## src/rtl/key_irq_dev.sv

```systemverilog
// key_irq_dev: bridge-side responder for the user keys.
// Each key pin is synchronised and debounced. Edges of the debounced level
// are latched into a pending register. An interrupt level is raised for any
// pending key whose interrupt is enabled. Registers are word-addressed through
// Addr[1:0].
module key_irq_dev #(
    parameter int NKEY           = 8,
    parameter int DB_CNT         = 250000,
    parameter int CNT_W          = 18,
    parameter bit KEY_ACTIVE_LOW = 1'b1
) (
    input  logic            clk,
    input  logic            reset,
    input  logic [29:0]     Addr,
    input  logic            WE,
    input  logic [31:0]     Din,
    output logic [31:0]     Dout,
    input  logic [NKEY-1:0] user_key,
    output logic            IRQ
);

    localparam logic [CNT_W-1:0] CNT_MAX = CNT_W'(DB_CNT - 1);
    localparam logic [NKEY-1:0]  KEY_INV = {NKEY{KEY_ACTIVE_LOW}};

    localparam logic [1:0] A_STATE = 2'd0;
    localparam logic [1:0] A_PEND  = 2'd1;
    localparam logic [1:0] A_MASK  = 2'd2;
    localparam logic [1:0] A_CTRL  = 2'd3;

    logic [NKEY-1:0]  sync_p0;
    logic [NKEY-1:0]  sync_p1;
    logic [NKEY-1:0]  stable;
    logic [CNT_W-1:0] cnt [NKEY];
    logic [NKEY-1:0]  pend;
    logic [NKEY-1:0]  ie;
    logic [NKEY-1:0]  rise_en;
    logic [NKEY-1:0]  fall_en;

    logic [NKEY-1:0]  accept;
    logic [NKEY-1:0]  edge_set;
    logic [NKEY-1:0]  pend_clr;
    logic             wr_pend;
    logic             wr_mask;
    logic             wr_ctrl;

    // Only the word offset is decoded; the bridge has already qualified the hit.
    logic unused_bits;
    assign unused_bits = ^{Addr[29:2], Din};

    assign wr_pend = WE && (Addr[1:0] == A_PEND);
    assign wr_mask = WE && (Addr[1:0] == A_MASK);
    assign wr_ctrl = WE && (Addr[1:0] == A_CTRL);

    // Keys whose synchronised level has held long enough to be accepted this cycle.
    always_comb begin
        accept = '0;
        for (int i = 0; i < NKEY; i++) begin
            accept[i] = (sync_p1[i] != stable[i]) && (cnt[i] == CNT_MAX);
        end
    end

    // An accepted change is a rising edge if the new level is 1, falling otherwise.
    assign edge_set = (accept & sync_p1 & rise_en) | (accept & ~sync_p1 & fall_en);
    assign pend_clr = wr_pend ? Din[NKEY-1:0] : '0;

    // Two-flop synchroniser, pins normalised so that 1 means pressed.
    always_ff @(posedge clk or negedge reset) begin
        if (!reset) begin
            sync_p0 <= '0;
            sync_p1 <= '0;
        end else begin
            sync_p0 <= user_key ^ KEY_INV;
            sync_p1 <= sync_p0;
        end
    end

    // Per-key debounce: the level must disagree with stable for DB_CNT cycles in a row.
    always_ff @(posedge clk or negedge reset) begin
        if (!reset) begin
            stable <= '0;
            for (int i = 0; i < NKEY; i++) begin
                cnt[i] <= '0;
            end
        end else begin
            for (int i = 0; i < NKEY; i++) begin
                if (sync_p1[i] == stable[i]) begin
                    cnt[i] <= '0;
                end else if (cnt[i] == CNT_MAX) begin
                    stable[i] <= sync_p1[i];
                    cnt[i]    <= '0;
                end else begin
                    cnt[i] <= cnt[i] + 1'b1;
                end
            end
        end
    end

    // Pending bits: a new edge takes priority over a same-cycle write-1-to-clear.
    always_ff @(posedge clk or negedge reset) begin
        if (!reset) begin
            pend <= '0;
        end else begin
            pend <= (pend & ~pend_clr) | edge_set;
        end
    end

    // Software-writable enables for interrupts and edge selection.
    always_ff @(posedge clk or negedge reset) begin
        if (!reset) begin
            ie      <= '0;
            rise_en <= '0;
            fall_en <= '0;
        end else begin
            if (wr_mask) begin
                ie <= Din[NKEY-1:0];
            end
            if (wr_ctrl) begin
                rise_en <= Din[NKEY-1:0];
                fall_en <= Din[16 +: NKEY];
            end
        end
    end

    // Read mux straight from the registers; unused bits read as zero.
    always_comb begin
        Dout = '0;
        case (Addr[1:0])
            A_STATE: Dout = 32'(stable);
            A_PEND:  Dout = 32'(pend);
            A_MASK:  Dout = 32'(ie);
            A_CTRL:  Dout = {16'(fall_en), 16'(rise_en)};
            default: Dout = '0;
        endcase
    end

    assign IRQ = |(pend & ie);

endmodule

```

## config.mk

```make
export PLATFORM = sky130hd
export DESIGN_NAME = key_irq_dev
export DESIGN_NICKNAME = d
export VERILOG_FILES = /design/src/rtl/key_irq_dev.sv
export SDC_FILE = /design/constraint.sdc
export NUM_CORES = 1
export LEC_CHECK = 0
export ABC_AREA = 1
export CAP_MARGIN = 20
export CORE_UTILIZATION = 58
export CTS_CLUSTER_DIAMETER = 40
export DETAILED_ROUTE_END_ITERATION = 10
export GPL_TIMING_DRIVEN = 0
export PLACE_DENSITY_LB_ADDON = 0.1
export SYNTH_ARGS = -nofsm -noshare
export SYNTH_HDL_FRONTEND = slang
export SYNTH_SLANG_ARGS = --single-unit
```

## constraint.sdc

```tcl
create_clock -name clk -period 1.6 [get_ports clk]
set_input_delay 0.32 -clock clk [delete_from_list [all_inputs] [get_ports clk]]
set_output_delay 0.32 -clock clk [all_outputs]
set_load 0.005 [all_outputs]
```

# Word-level counts from Yosys, hierarchy flattened
# Index checks and enable logic that the tools add are counted.
classes:
  n_addsub: 8
  bitwise_logic: 19
  magnitude_cmp: 0
  mux: 18
  multipliers: 0
  div: 0
  eq_ne: 27
  reduce_logical: 21
  shift: 0
ops:
  columns: ["op", "n"]
  rows:
  - ["2-to-1 mux 18 bit", 16]
  - ["adder 18 x 1 -> 18 bit, second input constant", 8]
  - ["== test 18 bit, second input constant", 8]
  - ["one-hot mux 32 bit (4 select lines)", 1]
  - ["bitwise AND 8 bit", 6]
  - ["inverter 8 bit", 3]
  - ["OR 8 bit", 2]
  - ["AND reduction 2 bit", 8]
  - ["logical AND 1 bit", 11]
  - ["== test 1 bit", 8]
  - ["2-to-1 mux 8 bit", 1]
  - ["inequality test 1 bit", 8]
  - ["inverter 1 bit", 8]
  - ["OR reduction 8 bit", 1]
  - ["== test 2 bit, second input constant", 2]
  - ["== test 2 x 1 -> 1 bit, second input constant", 1]
  - ["logical NOT 2 bit", 1]
totals:
  memories: 0
  romBits: 0
  latch_bits: 0
  word_cells: 115
  in_bits: 73
  output_inout_bits: 33
  ff_bits: 200
  ramBits: 0

# Longest topological paths before layout
logic_depth:
  depth_word: 6
  depth_mapped: 9
  mapped_depth_nobuf: 9

# Least setup slack after synthesis
# Ideal clock, no wire load.
synth_path:
  path_kind: "flip-flop to flip-flop"
  start: "reg cnt[108] (netlist name)"
  end: "reg cnt[112] (netlist name)"
  synth_period_minus_slack_ns: 1.365
  setup_ns: 0.120
  required_time_ns: 1.480
  setup_slack_ns: 0.235
  t_arrival_ns: 1.245
  stages_incl_launch_ff: 9
  path_buffers: 0
  path_cell_list: "dfrtp_1 > ha_1 > nand2_1 > inv_2 > nand2_1 > inv_1 > or2_2 > o21ai_0 > nor2_1"
synth_via:
  elab_chain_cells: 3
  word_cells_on_any_way: 4
  classes_between: "add/sub (1); eq/ne (1); mux (2)"
synth_rtl:
  columns: ["item", "line", "rtl"]
  rows:
  - ["from (decl)", "33", "logic [CNT_W-1:0] cnt [NKEY];"]
  - ["from (signal, indexed assignment)", "92", "cnt[i] <= cnt[i] + 1'b1;"]
  - ["adder 18 x 1 -> 18 bit / == test 18 bit (equally long branches)", "92, 88", null]
  - ["2-to-1 mux 18 bit (*)", "88", "end else if (cnt[i] == CNT_MAX) begin"]
  - ["2-to-1 mux 18 bit (*)", "86", "if (sync_p1[i] == stable[i]) begin"]
# Every way passes the cells marked *; elsewhere a longest branch is shown, timed or not.
# A chain may end at the register's enable or synchronous reset.

# Final worst setup path
layout_path:
  start: "reg pend[7]"
  end: "out IRQ"
layout_via:
  elab_chain_cells: 2
layout_rtl:
  columns: ["item", "line", "rtl"]
  rows:
  - ["from (decl)", "34", "logic [NKEY-1:0] pend;"]
  - ["from (signal assigned)", "103", "pend <= (pend & ~pend_clr) | edge_set;"]
  - ["bitwise AND 8 bit", "136", "assign IRQ = |(pend & ie);"]
  - ["OR reduction 8 bit", "136", null]
  - ["to (decl)", "19", "output logic IRQ"]
# No other way between the ends.

==> impl_metrics.csv <==
group,metric,value,unit
run_status,status,"finished with violations",
run_status,violations,"setup timing",
finish,syn_to_final_growth,15.28,%
global_route,grt_pass1_vias,8428,
critical_path,slowest_delay,390,ps
die,dieArea,18960,um2
place,dp_slack,-1141,ps
pwr,p_total,10.34,mW
synth,synth_cell_types,35,
clock_network,clock-sinks,200,
route,wl_per_cell,13.58,um
timing,setup_viol,3,
place,gp_congestion,0.9189,
global_route,grt_pass1_wl,39430,um
die,core_area,18020,um2
synth,syn_inst,1425,
synth,yosysWarnings,0,
clock_network,h-tree-depth,4,
hold_path,hold_path_class,"flop to flop",
synth,seq_area_frac_synth,46.86,%
timing,fmax,560.1,MHz
pwr,p_per_area,839.6,nW/um2
critical_path,r2r_start,"stable[4]",
synth,synth_seq_cells,200,
finish,n_antenna_cell,0,
critical_path,critical_path_buf_inv_count,1,
clock_network,cts_tree,"done",
timing,slew_viol_final,0,
timing,tightest_slew,549.5,ps
clock_network,cts-root-buf,"clkbuf_16",
synth,synth_area,10680,um2
critical_path,critPathArrivalTime,1470,ps
route,num_vias,9263,
hold_path,hold_path_depth,0,
critical_path,rr_endpoint,"cnt[71]",
timing,fin_ws,-185.4,ps
critical_path,path_cells,"a22o_1 > a21oi_2 > nand3_2 > buf_2",
pwr,swShare,24.29,%
finish,drive_above_1_share,10.85,%
die,ios,106,
synth,ys.flop_type,"dfrtp_1",
flow_run,cap_violations,0,
timing,whs,350.4,ps
critical_path,worstSetupStartpointType,"flop",
pwr,p_comb_share,8.1,%
route,detail_route.iter0.violations,500,
place,port_buffers,45,
die,die_w,137.7,um
timing,rsz0062_at_grt,"yes",
critical_path,r2r_slack,90,ps
finish,nets,1598,
pwr,p_leak,5.581,nW
synth,async_reset_ff_share,100.0,%
hold_path,hold_start,"sync_p0[6]",
timing,finalCritPeriodShare,111.6,%
timing,hold_viol_final,0,
global_route,grt_max_degree,103,
synth,syn_avg_cell_area,7.495,um2
place,place_area,11510,um2
pwr,p_sw,2.511,mW
global_route,grt.overflow.total,0,
global_route,grt_use_total,26.63,%
route,finalWirelength,23900,um
pwr,p_clk_share,40.2,%
timing,period_needed,1785,ps
global_route,antenna_found_initial,0,
die,initial_core_util,59.25,%
place,dp_hpwl,16890,um
clock_network,clk_transition_reported_paths,70,ps
timing,fin_setup_tns,-218.8,ps
finish,fin_cells,1759,
clock_network,clk_latency,440,ps
timing,slew_headroom,63.37,%
clock_network,cts_buffers,17,
finish,fin_area,12310,um2
finish,fin_util,68.30,%
critical_path,path_max_fanout,2,
pwr,internal-power,7.826,mW
route,drtPass1Iterations,6,
critical_path,cp_slowest_cell,"dfrtp_1",
synth,synth-edff-count,0,
route,final_antenna_net_count,0,
critical_path,crit_type,"flop to output port",
timing,finalClockSkew,9.806,ps
critical_path,worst-r2r-cell-count,7,
die,rows,49,
hold_path,min_to,"sync_p1[6]",
critical_path,required,1280,ps
die,die_height,137.7,um
critical_path,crit_family,"flip-flops",
pwr,p_seq_share,51.7,%
route,drc,0,
clock_network,clk_path_buf_depth,2,
critical_path,critPathCaptureType,"output port",
place,dpl.cell_count,1715,
pwr,vdd_ir_drop_max,1.012,mV
route,via_per_inst,5.266,
## cells by family after synthesis
kind of cell,count (synthesis),share of synthesized area (%)
adder cells (fa/ha/maj),8,0.9372
flip-flops,200,46.86
XOR/XNOR,60,4.920
AO/OA/AOI/OAI,90,4.838
buffers and inverters,169,6.549
other,1,0.03511
AND/OR/NAND/NOR,897,35.86
## what timing repair did
| item | in CTS | in global routing |
|---|---|---|
| hold endpoints to repair | 101 | 0 |
| setup endpoints to repair | 20 | 166 |
| setup buffers | 6 | 4 |
| gates resized for setup | 79 | 33 |
| pin swaps | 10 | 8 |
| hold buffers | 1 | 0 |
| gates cloned | 1 | 0 |
## cell type report
cell class / instances / area (um2)
clock inverters: 10 / 93.84
multi-input cells: 1072 / 5228
clock buffers: 22 / 474.2
fillers: 1525 / 5713
repair buffers: 57 / 513.0
plain buffers: 21 / 151.4
inverters: 148 / 560.5
well taps: 229 / 286.5
flip-flops and latches: 200 / 5005
## synth_stat cells (7+ instances only)
| master | instances | area (um2) |
|---|---|---|
| ha_1 | 8 | 100.1 |
| and2_1 | 9 | 56.30 |
| nand2_2 | 15 | 93.84 |
| a21oi_1 | 22 | 110.1 |
| xor2_1 | 43 | 376.6 |
| xnor2_1 | 17 | 148.9 |
| nor2_2 | 13 | 81.33 |
| nand2_1 | 332 | 1246 |
| buf_4 | 16 | 120.1 |
| nor3_2 | 7 | 70.07 |
| o2111ai_1 | 7 | 61.31 |
| a31oi_1 | 7 | 43.79 |
| dfrtp_1 | 200 | 5005 |
| nor3_1 | 30 | 150.1 |
| nand3b_1 | 15 | 112.6 |
| nand3_1 | 97 | 485.5 |
| nand4_1 | 25 | 156.4 |
| o22ai_1 | 7 | 43.79 |
| o21ai_0 | 20 | 100.1 |
| o21ai_1 | 20 | 100.1 |
| nor2_1 | 341 | 1280 |
| inv_1 | 136 | 510.5 |
| inv_2 | 12 | 45.04 |
## worst register-to-register path, delay by kind of cell, from the launching register on
kind | cells | cell delay, ps
simple gates | 4 | 500
flops | 1 | 390
compound gates | 1 | 270
buf+inv | 2 | 280
## sequential cells by signal (all words and copies together) (netlist names)
name     cells
pend         8
fall_en      8
ie           8
sync_p0      8
stable       8
sync_p1      8
cnt        144
rise_en      8
## worst max path at each step
| stage | start | endpoint | slack, ps | cells past startpoint |
|---|---|---|---|---|
| floorplan | cnt[108] | cnt[112] | 230 | 8 |
| global placement | reset | cnt[85] | -8060 | 1 |
| detailed placement | Addr[1] | Dout[4] | -1140 | 5 |
| CTS | pend[7] | IRQ | -210 | 4 |
| global route | pend[7] | IRQ | -230 | 4 |
| finish | pend[7] | IRQ | -190 | 4 |
## routing by layer
metal | wire [um] | track usage, %
met5 | 0 | 0
met1 | 11030 | 36.90
met4 | 414 | 7.790
met3 | 1264 | 4.415
met2 | 11180 | 42.94
## power groups by stage
stage | Sequential (mW) | Clock, mW | Combinational [mW]
global route | 5.36 | 4.46 | 0.946
finish | 5.34 | 4.16 | 0.837
floorplan | 5.41 | 0 | 0.395
global placement | 5.43 | 0 | 0.772
CTS | 5.34 | 4.25 | 0.815
detailed placement | 5.43 | 0 | 0.800
## cell usage in the layout, fill, tap and decap left out, types with 3 or more instances in the layout
cell type and count:
a211oi_1 3, a21oi_1 20, a22o_1 3, a31oi_1 7
and2_1 9, buf_2 13, buf_4 28, clkbuf_16 17
clkbuf_8 3, clkdlybuf4s50_1 25, clkinv_2 3, clkinvlp_4 3
conb_1 16, dfrtp_1 200, dlygate4sd2_1 8, ha_1 7
inv_1 133, inv_2 13, nand2_1 322, nand2_2 17
nand2_4 8, nand3_1 95, nand3_2 3, nand3b_1 15
nand4_1 25, nor2_1 328, nor2_2 25, nor2_4 4
nor3_1 29, nor3_2 8, o2111ai_2 5, o21ai_0 20
o21ai_1 20, o22ai_1 7, or2_1 5, xnor2_1 17
xor2_1 43
Power figures use the tool's default switching activity.
